File: config.mk
export PLATFORM = sky130hd
export DESIGN_NAME = usb_sniffer_axi_slv_req
export DESIGN_NICKNAME = d
export VERILOG_FILES = /design/src/rtl/usb_sniffer_axi_slv_req.sv
export SDC_FILE = /design/constraint.sdc
export NUM_CORES = 1
export LEC_CHECK = 0
export ABC_AREA = 1
export BUFFER_PORTS_ARGS = -buffer_cell sky130_fd_sc_hd__buf_2
export CORE_AREA = 2 2 125 127
export CTS_BUF_LIST = sky130_fd_sc_hd__clkbuf_2
export DETAILED_ROUTE_END_ITERATION = 7
export DIE_AREA = 0 0 127 129
export GPL_TIMING_DRIVEN = 1
export PLACE_DENSITY = 0.84
export SYNTH_ARGS = -nofsm -noshare
export SYNTH_HDL_FRONTEND = slang
export SYNTH_SLANG_ARGS = --single-unit
File: constraint.sdc
create_clock -name clk_i -period 10.2 [get_ports clk_i]
set_input_delay 0.51 -clock clk_i [delete_from_list [all_inputs] [get_ports clk_i]]
set_output_delay 0.51 -clock clk_i [all_outputs]
set_load 0.01 [all_outputs]
File: src/rtl/usb_sniffer_axi_slv_req.sv
// AXI4 slave to single-channel request bridge: AW/W/AR bursts become one registered
// request per W beat or per AR; B/R responses pass straight through.
module usb_sniffer_axi_slv_req (
  input  logic        clk_i,
  input  logic        rst_i,
  input  logic        inport_awvalid_i,
  input  logic [31:0] inport_awaddr_i,
  input  logic [3:0]  inport_awid_i,
  input  logic [7:0]  inport_awlen_i,
  input  logic [1:0]  inport_awburst_i,
  output logic        inport_awready_o,
  input  logic        inport_wvalid_i,
  input  logic [31:0] inport_wdata_i,
  input  logic [3:0]  inport_wstrb_i,
  input  logic        inport_wlast_i,
  output logic        inport_wready_o,
  input  logic        inport_arvalid_i,
  input  logic [31:0] inport_araddr_i,
  input  logic [3:0]  inport_arid_i,
  input  logic [7:0]  inport_arlen_i,
  input  logic [1:0]  inport_arburst_i,
  output logic        inport_arready_o,
  input  logic        inport_bready_i,
  input  logic        inport_rready_i,
  output logic        inport_bvalid_o,
  output logic [1:0]  inport_bresp_o,
  output logic [3:0]  inport_bid_o,
  output logic        inport_rvalid_o,
  output logic [31:0] inport_rdata_o,
  output logic [1:0]  inport_rresp_o,
  output logic [3:0]  inport_rid_o,
  output logic        inport_rlast_o,
  output logic        outport_valid_o,
  output logic        outport_write_o,
  output logic [31:0] outport_addr_o,
  output logic [3:0]  outport_id_o,
  output logic [7:0]  outport_len_o,
  output logic [1:0]  outport_burst_o,
  output logic [31:0] outport_wdata_o,
  output logic [3:0]  outport_wstrb_o,
  input  logic        outport_accept_i,
  input  logic        outport_bvalid_i,
  input  logic [1:0]  outport_bresp_i,
  input  logic [3:0]  outport_bid_i,
  input  logic        outport_rvalid_i,
  input  logic [31:0] outport_rdata_i,
  input  logic [1:0]  outport_rresp_i,
  input  logic [3:0]  outport_rid_i,
  input  logic        outport_rlast_i,
  output logic        outport_bready_o,
  output logic        outport_rready_o
);

  // Handshakes: a transfer happens on a rising edge where valid and ready are both high;
  // ready never waits on anything the master does after valid, and valid holds until taken.
  typedef enum logic {ST_IDLE = 1'b0, ST_WRITE = 1'b1} state_t;

  state_t      state_q, state_d;
  logic        prio_q, prio_d;  // 1: read wins the next AW/AR tie
  logic [7:0]  beat_cnt_q, beat_cnt_d;
  logic [31:0] aw_addr_q, aw_addr_d;
  logic [3:0]  aw_id_q, aw_id_d;
  logic [7:0]  aw_len_q, aw_len_d;
  logic [1:0]  aw_burst_q, aw_burst_d;

  logic        valid_q, valid_d;
  logic        write_q, write_d;
  logic [31:0] addr_q, addr_d;
  logic [3:0]  id_q, id_d;
  logic [7:0]  len_q, len_d;
  logic [1:0]  burst_q, burst_d;
  logic [31:0] wdata_q, wdata_d;
  logic [3:0]  wstrb_q, wstrb_d;

  logic free_w;
  logic grant_wr;
  logic grant_rd;
  logic w_fire;
  logic ar_fire;

  always_comb begin
    free_w   = !valid_q || outport_accept_i;
    grant_wr = (state_q == ST_IDLE) && inport_awvalid_i && (!inport_arvalid_i || !prio_q);
    grant_rd = (state_q == ST_IDLE) && inport_arvalid_i && (!inport_awvalid_i || prio_q);

    inport_awready_o = grant_wr;
    inport_arready_o = grant_rd && free_w;
    inport_wready_o  = (state_q == ST_WRITE) && free_w;

    w_fire  = inport_wvalid_i && inport_wready_o;
    ar_fire = inport_arvalid_i && inport_arready_o;

    state_d    = state_q;
    prio_d     = prio_q;
    beat_cnt_d = beat_cnt_q;
    aw_addr_d  = aw_addr_q;
    aw_id_d    = aw_id_q;
    aw_len_d   = aw_len_q;
    aw_burst_d = aw_burst_q;
    valid_d    = valid_q;
    write_d    = write_q;
    addr_d     = addr_q;
    id_d       = id_q;
    len_d      = len_q;
    burst_d    = burst_q;
    wdata_d    = wdata_q;
    wstrb_d    = wstrb_q;

    if (grant_wr) begin
      state_d    = ST_WRITE;
      prio_d     = 1'b1;
      beat_cnt_d = 8'd0;
      aw_addr_d  = inport_awaddr_i;
      aw_id_d    = inport_awid_i;
      aw_len_d   = inport_awlen_i;
      aw_burst_d = inport_awburst_i;
    end

    if (ar_fire) begin
      prio_d  = 1'b0;
      write_d = 1'b0;
      addr_d  = inport_araddr_i;
      id_d    = inport_arid_i;
      len_d   = inport_arlen_i;
      burst_d = inport_arburst_i;
      wdata_d = 32'd0;
      wstrb_d = 4'd0;
    end else if (w_fire) begin
      write_d = 1'b1;
      addr_d  = aw_addr_q;
      id_d    = aw_id_q;
      len_d   = aw_len_q;
      burst_d = aw_burst_q;
      wdata_d = inport_wdata_i;
      wstrb_d = inport_wstrb_i;
      // Burst length comes from the captured len alone; wlast is not trusted.
      if (beat_cnt_q == aw_len_q) begin
        state_d    = ST_IDLE;
        beat_cnt_d = 8'd0;
      end else begin
        beat_cnt_d = beat_cnt_q + 8'd1;
      end
    end

    if (ar_fire || w_fire) begin
      valid_d = 1'b1;
    end else if (outport_accept_i) begin
      valid_d = 1'b0;
    end
  end

  always_ff @(posedge clk_i or posedge rst_i) begin
    if (rst_i) begin
      state_q    <= ST_IDLE;
      prio_q     <= 1'b0;
      beat_cnt_q <= 8'd0;
      aw_addr_q  <= 32'd0;
      aw_id_q    <= 4'd0;
      aw_len_q   <= 8'd0;
      aw_burst_q <= 2'd0;
      valid_q    <= 1'b0;
      write_q    <= 1'b0;
      addr_q     <= 32'd0;
      id_q       <= 4'd0;
      len_q      <= 8'd0;
      burst_q    <= 2'd0;
      wdata_q    <= 32'd0;
      wstrb_q    <= 4'd0;
    end else begin
      state_q    <= state_d;
      prio_q     <= prio_d;
      beat_cnt_q <= beat_cnt_d;
      aw_addr_q  <= aw_addr_d;
      aw_id_q    <= aw_id_d;
      aw_len_q   <= aw_len_d;
      aw_burst_q <= aw_burst_d;
      valid_q    <= valid_d;
      write_q    <= write_d;
      addr_q     <= addr_d;
      id_q       <= id_d;
      len_q      <= len_d;
      burst_q    <= burst_d;
      wdata_q    <= wdata_d;
      wstrb_q    <= wstrb_d;
    end
  end

  assign outport_valid_o = valid_q;
  assign outport_write_o = write_q;
  assign outport_addr_o  = addr_q;
  assign outport_id_o    = id_q;
  assign outport_len_o   = len_q;
  assign outport_burst_o = burst_q;
  assign outport_wdata_o = wdata_q;
  assign outport_wstrb_o = wstrb_q;

  assign inport_bvalid_o  = outport_bvalid_i;
  assign inport_bresp_o   = outport_bresp_i;
  assign inport_bid_o     = outport_bid_i;
  assign inport_rvalid_o  = outport_rvalid_i;
  assign inport_rdata_o   = outport_rdata_i;
  assign inport_rresp_o   = outport_rresp_i;
  assign inport_rid_o     = outport_rid_i;
  assign inport_rlast_o   = outport_rlast_i;
  assign outport_bready_o = inport_bready_i;
  assign outport_rready_o = inport_rready_i;

  logic unused_wlast;
  assign unused_wlast = inport_wlast_i;

endmodule

==> out/results.txt, run 1 <==
The run gives 0 as the post-cts resize count. The die is 127 um wide. The tools report the area of the core region as 0.0150 mm2.

In this run the core area contains 45 standard-cell rows. The final setup violation count was 0. Placed instance area: 0.00694 mm2.

Sequential cells were found to cover 57.0% of the synthesized design area. The run finished with clean final reports. Dividing the final minimum period by the clock period gives 39.9%.

The tools report the detailed-router iteration count before antenna repair as 6. Most frequently used cell type in the post-synthesis netlist: sky130_fd_sc_hd__nand2_1. The clock passes through at most 2 buffers. The tools report the weighted congestion at the end of routability-driven global placement as 0.799.

In this run the cell area of the synthesized design comes to 0.00615 mm2. The final wirelength was 18400 um; the highest achievable clock rate was 246 MHz. Detailed routing placed a total of 1150 um of wire on met3. The top cell type by area accounts for 57.0% of the synthesized area. The number of global-route vias before repair came out at 5789. The clock slew at the register clock pins of the worst setup and hold paths was 0.18 ns. The initial core utilization came out at 41.0%. In this run the count of I/O pins placed on the die edge is 320. The Yosys step of the flow raised 0 warnings.

The synthesis-stage register bit count was 140. The net total in the final layout was 1151; the cell count of the worst reg-to-reg path was 5. In the post-synthesis netlist, the biggest area contributors are sky130_fd_sc_hd__dfrtp_1, sky130_fd_sc_hd__nand2_1, sky130_fd_sc_hd__buf_4. The floorplan step defined a die boundary enclosing 0.0164 mm2.

Setup repair after global routing left no endpoint under its margin. The tools report the aggregate global routing overflow as 0. The total DRC errors in the routed layout was 0. The worst setup path is captured at a primary output.

The worst hold path passes through 3 cells. The proportion of layout cells with a drive suffix above 1 came out at 26.9%. The primary flip-flop cell chosen by synthesis mapping is sky130_fd_sc_hd__dfrtp_1. The synthesized design contains 0 enable-type register cells. In this run the worst setup path begins at state_q. The die outline height is 129 um, and the length of routed met2 wiring is 9380 um.

The unique cell type count in the Yosys netlist is 23, and the largest net degree at the start of global routing is 77. In this run the most critical hold path is launched from inport_awaddr_i[26]. Summing over every cut layer, the via total after detailed routing is 5748. A synthesized cell averages 9.07 um2. CTS saw 140 sinks. In the final routing, the length of wire on met1 measures 7210 um.

Of all cell types, the one taking the most synthesized area is sky130_fd_sc_hd__dfrtp_1. The tools report the final-report hold violation count as 0. For the reported max-cap violation count, the log shows 0. When the netlist entered floorplanning its net count stood at 863. For the largest vdd supply drop, the log shows 0.167 mV.

Dividing the detail-routed via count by the number of cells gives 4.93. In this run the number of H-tree levels came out at 4. The logs give 1229 for the final-layout fill cell count and 0 ns for the final sum of negative setup slack.

The final period demand of the worst path was 4.07 ns; the number of standard cells after synthesis was 678. Highest metal layer with signal wires: met4. By count the netlist is led by sky130_fd_sc_hd__nand2_1, sky130_fd_sc_hd__dfrtp_1, sky130_fd_sc_hd__buf_4, sky130_fd_sc_hd__nand3_1, sky130_fd_sc_hd__a22o_1. The run gives 3.56 ns as the arrival time at the worst endpoint. The actual slew at the worst max-slew pin works out to 1.12 ns. The latest clock arrival within the worst-skew pair is 0.69 ns, and the remaining max-slew budget at the tightest pin is 25.4%. The area growth from synthesis to layout is 37.9%. After routing the design area is 0.00848 mm2. For the initial antenna violation count, the log shows 1. TritonCTS built the clock tree. The combined global-route utilization of all metal layers is 22.1%. The count of buffers added on input and output ports is 220. Power spread over the standard cell area amounts to 249 mW/mm2. The run gives 17 as the number of buffers created by CTS. The critical path is of the flop to primary output type.

The kind of launch point of the worst setup path is a flop. The first global-routing pass estimated 28200 um of wire. For the final database, setup skew stands at 0.0367 ns. Launch point of the worst reg-to-reg path: state_q.

The detailed router's first-iteration violation count was 355. The logs give 10100 um for the detailed placement HPWL and 0 for the residual antenna-violating net count after detailed routing. In this run the worst path has a maximum fanout of 52. The tools report the leakage power as 4.57 nW. The tightest min-delay check is of the input port to flop type. Data on the critical path is required at its endpoint by 9.69 ns. The share of flip-flops with an asynchronous set or reset after synthesis came out at 100%.

Final number of max-transition violations: 0. Dividing the detail-routed wire length by the instance count gives 15.8 um. The buffer cell driving the clock tree root was sky130_fd_sc_hd__clkbuf_2.
report_power, final:
part           total [mW]  switching [mW]  internal, mW
clock               0.361           0.201         0.160
combinational       0.799           0.460         0.339
sequential          0.949           0.151         0.798
total                2.11           0.812          1.30
path summary, 6_finish.rpt:
check	end	slack, ns
max	inport_awready_o	6.13
min	aw_addr_q[26]	0.09
max reg2reg	aw_id_q[2]	7.27
min reg2reg	outport_addr_o[16]	0.49
max in group asynchronous	outport_len_o[0]	8.32
min in group asynchronous	outport_addr_o[20]	0.42
per-layer routing:
metal | global-route usage (%) | up-vias
met4 | 11.1 | 0
met3 | 6.11 | 64
met2 | 38.5 | 283
li1 | - | 2682
met5 | 0 | -
met1 | 25.1 | 2719
cell type report:
class | instances | area [um2] | share of cell area [%]
sequential | 140 | 3500 | 41.3
timing repair buffer | 351 | 2400 | 28.3
multi-input combinational | 434 | 1980 | 23.3
tap | 188 | 235 | 2.78
clock inverter | 11 | 171 | 2.02
clock buffer | 19 | 95.1 | 1.12
inverter | 22 | 87.6 | 1.03
antenna | 1 | 2.50 | 0.0295
state kept, by name, summed over array words and instances (netlist names):
name and cells:
aw_addr_q 32, aw_burst_q 2, aw_id_q 4, aw_len_q 8
beat_cnt_q 8, outport_addr_o 32, outport_burst_o 2, outport_id_o 4
outport_len_o 8, outport_valid_o 1, outport_wdata_o 32, outport_write_o 1
outport_wstrb_o 4, prio_q 1, state_q 1
placed cells by master (no fill, tap or decap), types with 5 or more instances in the layout:
master	synthesis	layout
sky130_fd_sc_hd__inv_1	18	16
sky130_fd_sc_hd__dlygate4sd3_1	0	127
sky130_fd_sc_hd__nand2_1	312	312
sky130_fd_sc_hd__nor2_1	10	10
sky130_fd_sc_hd__xnor2_1	5	5
sky130_fd_sc_hd__a22o_1	36	36
sky130_fd_sc_hd__clkbuf_2	1	19
sky130_fd_sc_hd__dfrtp_1	140	140
sky130_fd_sc_hd__nand3_1	52	52
sky130_fd_sc_hd__buf_2	15	220
worst max-delay path, stage by stage, from the launching register on:
cell and delay [ns]:
sky130_fd_sc_hd__dfrtp_1 0.49, sky130_fd_sc_hd__inv_1 0.12, sky130_fd_sc_hd__nand3_2 0.82, sky130_fd_sc_hd__inv_2 1.16
sky130_fd_sc_hd__buf_2 0.28
stage by stage:
step           power [mW]  std cells  hold slack (ns)  setup WS [ns]  util (%)
2_1_floorplan        1.44        678            0.449           5.94         -
3_5_place_dp         1.70       1008            0.464           6.65      46.3
4_1_cts              2.10       1158        0.0000880           5.97      56.1
6_report             2.11       1166           0.0851           6.13      56.6
5_1_grt              2.27       1166          0.00692           5.80      56.6
3_3_place_gp         1.67       1008            0.460           6.70      46.3
what timing repair did:
item	4_1_cts	5_1_grt
setup endpoints to repair	0	0
setup buffers	0	0
hold buffers	120	7
endpoints found under the hold margin	183	7
cells by family after synthesis:
kind of cell / Yosys count / synth area share, %
AND/OR/NAND/NOR: 380 / 24.9
flip-flops: 140 / 57.0
buffers and inverters: 104 / 10.8
AO/OA/AOI/OAI: 45 / 5.98
XOR/XNOR: 8 / 1.14
adder cells (fa/ha/maj): 1 / 0.204
(Power assumes the default switching activity.)
==> run 2, diff against run 1 <==
clock period = 3.75 ns   (was 10.2 ns; I/O delays follow)
==> run 2 against run 1 <==
Against the previous run: cell count up 1.4%; clock skew down 0.011 ns; die area unchanged; global-route usage up 1.2 points; sequential share of layout area down 0.37 points; worst setup slack worse by 5.3 ns; count of clock-buffer cells in the layout down 1; total power rose to 2.7 times the previous value; sequential power rose to 2.7 times the previous value; clock power up 130%; wire length up 4.3%; non-clock buffer count up 13; critical endpoint unchanged; largest cell class unchanged.
==> out/results.txt, run 2 (synthesis results as in run 1) <==
The tools report the critical path required time as 3.56 ns (-6.13 ns). In the layout the commonest cells are sky130_fd_sc_hd__nand2_1, sky130_fd_sc_hd__buf_2, sky130_fd_sc_hd__dfrtp_1. The latest clock arrival within the worst-skew pair is 0.69 ns (about the same). Relative to the synthesized area, the layout overhead comes to 39.1%. The run gives 0.0260 ns (-0.0107 ns) as the worst setup skew after layout. The tools report the final number of max-transition violations as 0 (unchanged).

Die outline height: 129 um (unchanged). The delay of the slowest cell on the worst path was 0.81 ns (-0.35 ns). The sink count of the clock tree was 140 (unchanged). The global-route wire length before repair is 29900 um (+5.7%). The detailed-route wire length per cell works out to 16.2 um (+2.9%). The number of setup buffers added after CTS was 0 (unchanged); the final-report hold violation count was 0 (unchanged). For the buffer levels on the longest clock path, the log shows 2 (unchanged). STA classifies the critical path endpoint as a primary output.

The detailed router's first-iteration violation count came out at 447 (+26%). Setup repair after global routing left no endpoint under its margin. In the finished design, the share of the clock period the worst path needs comes to 78.8%. Grouping stages by cell kind, the critical path spends the most delay in buffers and inverters. The overall power came out at 5.67 mW (+170%). The actual slew at the worst max-slew pin came out at 1.05 ns (-0.0734 ns).

The library cell contributing the largest single delay on the critical path was sky130_fd_sc_hd__inv_2. Hold-fix buffer count after cts: 137 (+14%). The number of buffer and inverter stages on the critical path works out to 4 (+1). The flow ran to the end, and the final reports show no timing, DRC or antenna violations.

The width of the die is 127 um (unchanged), and the area of the core region is 0.0150 mm2 (unchanged). Weighted congestion at the end of routability-driven global placement: 0.817 (+2.2%). The run gives 85 (+10%) as the largest net degree at the start of global routing. For the number of buffers created by CTS, the log shows 17 (unchanged). The largest vdd supply drop is 0.418 mV (+150%), and the number of H-tree levels is 4 (unchanged).

Remaining max-slew budget at the tightest pin: 30.2% (+4.9 points). The net total in the final layout was 1164 (+1.1%). The detailed placement HPWL came out at 10400 um (+2.7%). The leakage power was 4.59 nW (+0.44%); the number of vias in the routed layout was 5956 (+3.6%).

The worst setup path is launched from a flop. The aggregate global routing overflow came out at 0 (unchanged). Number of core rows: 45 (unchanged).

The total DRC errors in the routed layout was 0 (unchanged); the number of cells traversed by the worst hold path was 6 (+3). Final wirelength: 19200 um (+4.3%). The cell count of the worst reg-to-reg path came out at 8 (+3).

Proportion of layout cells with a drive suffix above 1: 26.7% (-0.21 points). For the overall die area, the log shows 0.0164 mm2 (unchanged). The final period demand of the worst path was 2.96 ns. The startpoint-to-endpoint class of the critical path was flop to primary output. For the detailed-router iteration count before antenna repair, the log shows 8 (+2). The buffer cell driving the clock tree root is sky130_fd_sc_hd__clkbuf_2. The number of cells on the critical path is 5 (+1), and the number of I/O pins is 320 (unchanged). The via density per instance works out to 5.04 (+2.2%). The total power per unit cell area works out to 663 mW/mm2 (+170%). The final setup violation count was 0 (unchanged). The run gives 41.0% (unchanged) as the initial core utilization.

The reported max-cap violation count was 0 (unchanged); the number of global-route vias before repair was 6179 (+6.7%). TritonCTS built the clock tree. The tools report the combined global-route utilization of all metal layers as 23.3% (+1.2 points). The tools report the initial antenna violation count as 1 (unchanged).

Derived from the worst setup path, the maximum achievable clock frequency is 338 MHz. The signal on the critical path passes through inv_1 -> nand3_2 -> buf_4 -> inv_2 -> buf_2. The highest fanout seen on the critical path is 52 (unchanged). The number of input and output port buffers inserted is 220 (unchanged), and the post-cts resize count is 0 (unchanged). The logs give 0 ns (unchanged) for the final sum of negative setup slack and 2.77 ns (-0.79 ns) for the arrival time at the worst endpoint. The residual antenna-violating net count after detailed routing came out at 0 (unchanged). The min-delay analysis places its worst path in the category input port to flop. The clock slew at the register clock pins of the worst setup and hold paths works out to 0.21 ns (+0.03 ns).

The most common library cell in the layout ignoring fill and taps is sky130_fd_sc_hd__nand2_1.
==> run 2: changes by cell type in the layout (fill, tap and decap cells not counted) <==
cell                            delta
sky130_fd_sc_hd__bufinv_16         -2
sky130_fd_sc_hd__dlygate4sd3_1    +10
sky130_fd_sc_hd__buf_4             +3
sky130_fd_sc_hd__clkinv_4          -3
sky130_fd_sc_hd__diode_2           +1
sky130_fd_sc_hd__clkinv_1          +3
sky130_fd_sc_hd__clkinvlp_4        +4
sky130_fd_sc_hd__inv_6             -1
sky130_fd_sc_hd__clkbuf_2          -1
sky130_fd_sc_hd__clkinv_2          +2
==> run 2: area by class of cell <==
type / count / area (um2)
inverters: 22 / 86.3
repair buffers: 364 / 2520
fillers: 1242 / 6420
clock inverters: 14 / 129
well taps: 188 / 235
flip-flops and latches: 140 / 3500
clock buffers: 18 / 90.1
multi-input cells: 434 / 1980
diodes: 2 / 5.00
==> run 2: metrics by stage <==
stage,utilization (%),setup WS (ns),instance area [um2],instances,hold slack [ns]
CTS,57.1,0.756,8550,1180,0.141
global route,57.1,0.541,8550,1181,0.126
finish,57.1,0.794,8550,1182,0.208
global placement,46.4,1.59,6960,1011,0.180
floorplan,-,1.81,6150,678,0.297
detailed placement,46.4,1.58,6960,1011,0.186
==> run 2: worst paths after layout <==
check                                   start             endpoint  slack [ns]
setup / recovery                      state_q     inport_awready_o        0.79
hold / removal               inport_arvalid_i           aw_id_q[3]        0.21
setup reg to reg                       prio_q     outport_len_o[5]        1.08
hold reg to reg            outport_addr_o[24]   outport_addr_o[24]        0.50
max in group asynchronous               rst_i         aw_addr_q[8]        1.79
min in group asynchronous               rst_i  outport_wdata_o[14]        0.59
==> run 2: routing by layer <==
layer / track usage [%] / vias to the layer above / routed length, um
met5: 0 / - / 0
met4: 12.9 / 0 / 707
met3: 6.36 / 77 / 1470
met2: 40.6 / 347 / 9780
met1: 26.0 / 2820 / 7200
li1: - / 2712 / -
==> run 2: tightest hold or removal path, delay by kind of cell <==
| family | cells | cell delay (ns) |
|---|---|---|
| buf+inv | 2 | 0.42 |
| simple gates | 4 | 0.29 |
==> run 2: power by group <==
part           internal [mW]  total (mW)  switching [mW]
Clock                  0.294       0.844           0.550
Combinational          0.957        2.24            1.28
Sequential              2.17        2.59           0.416
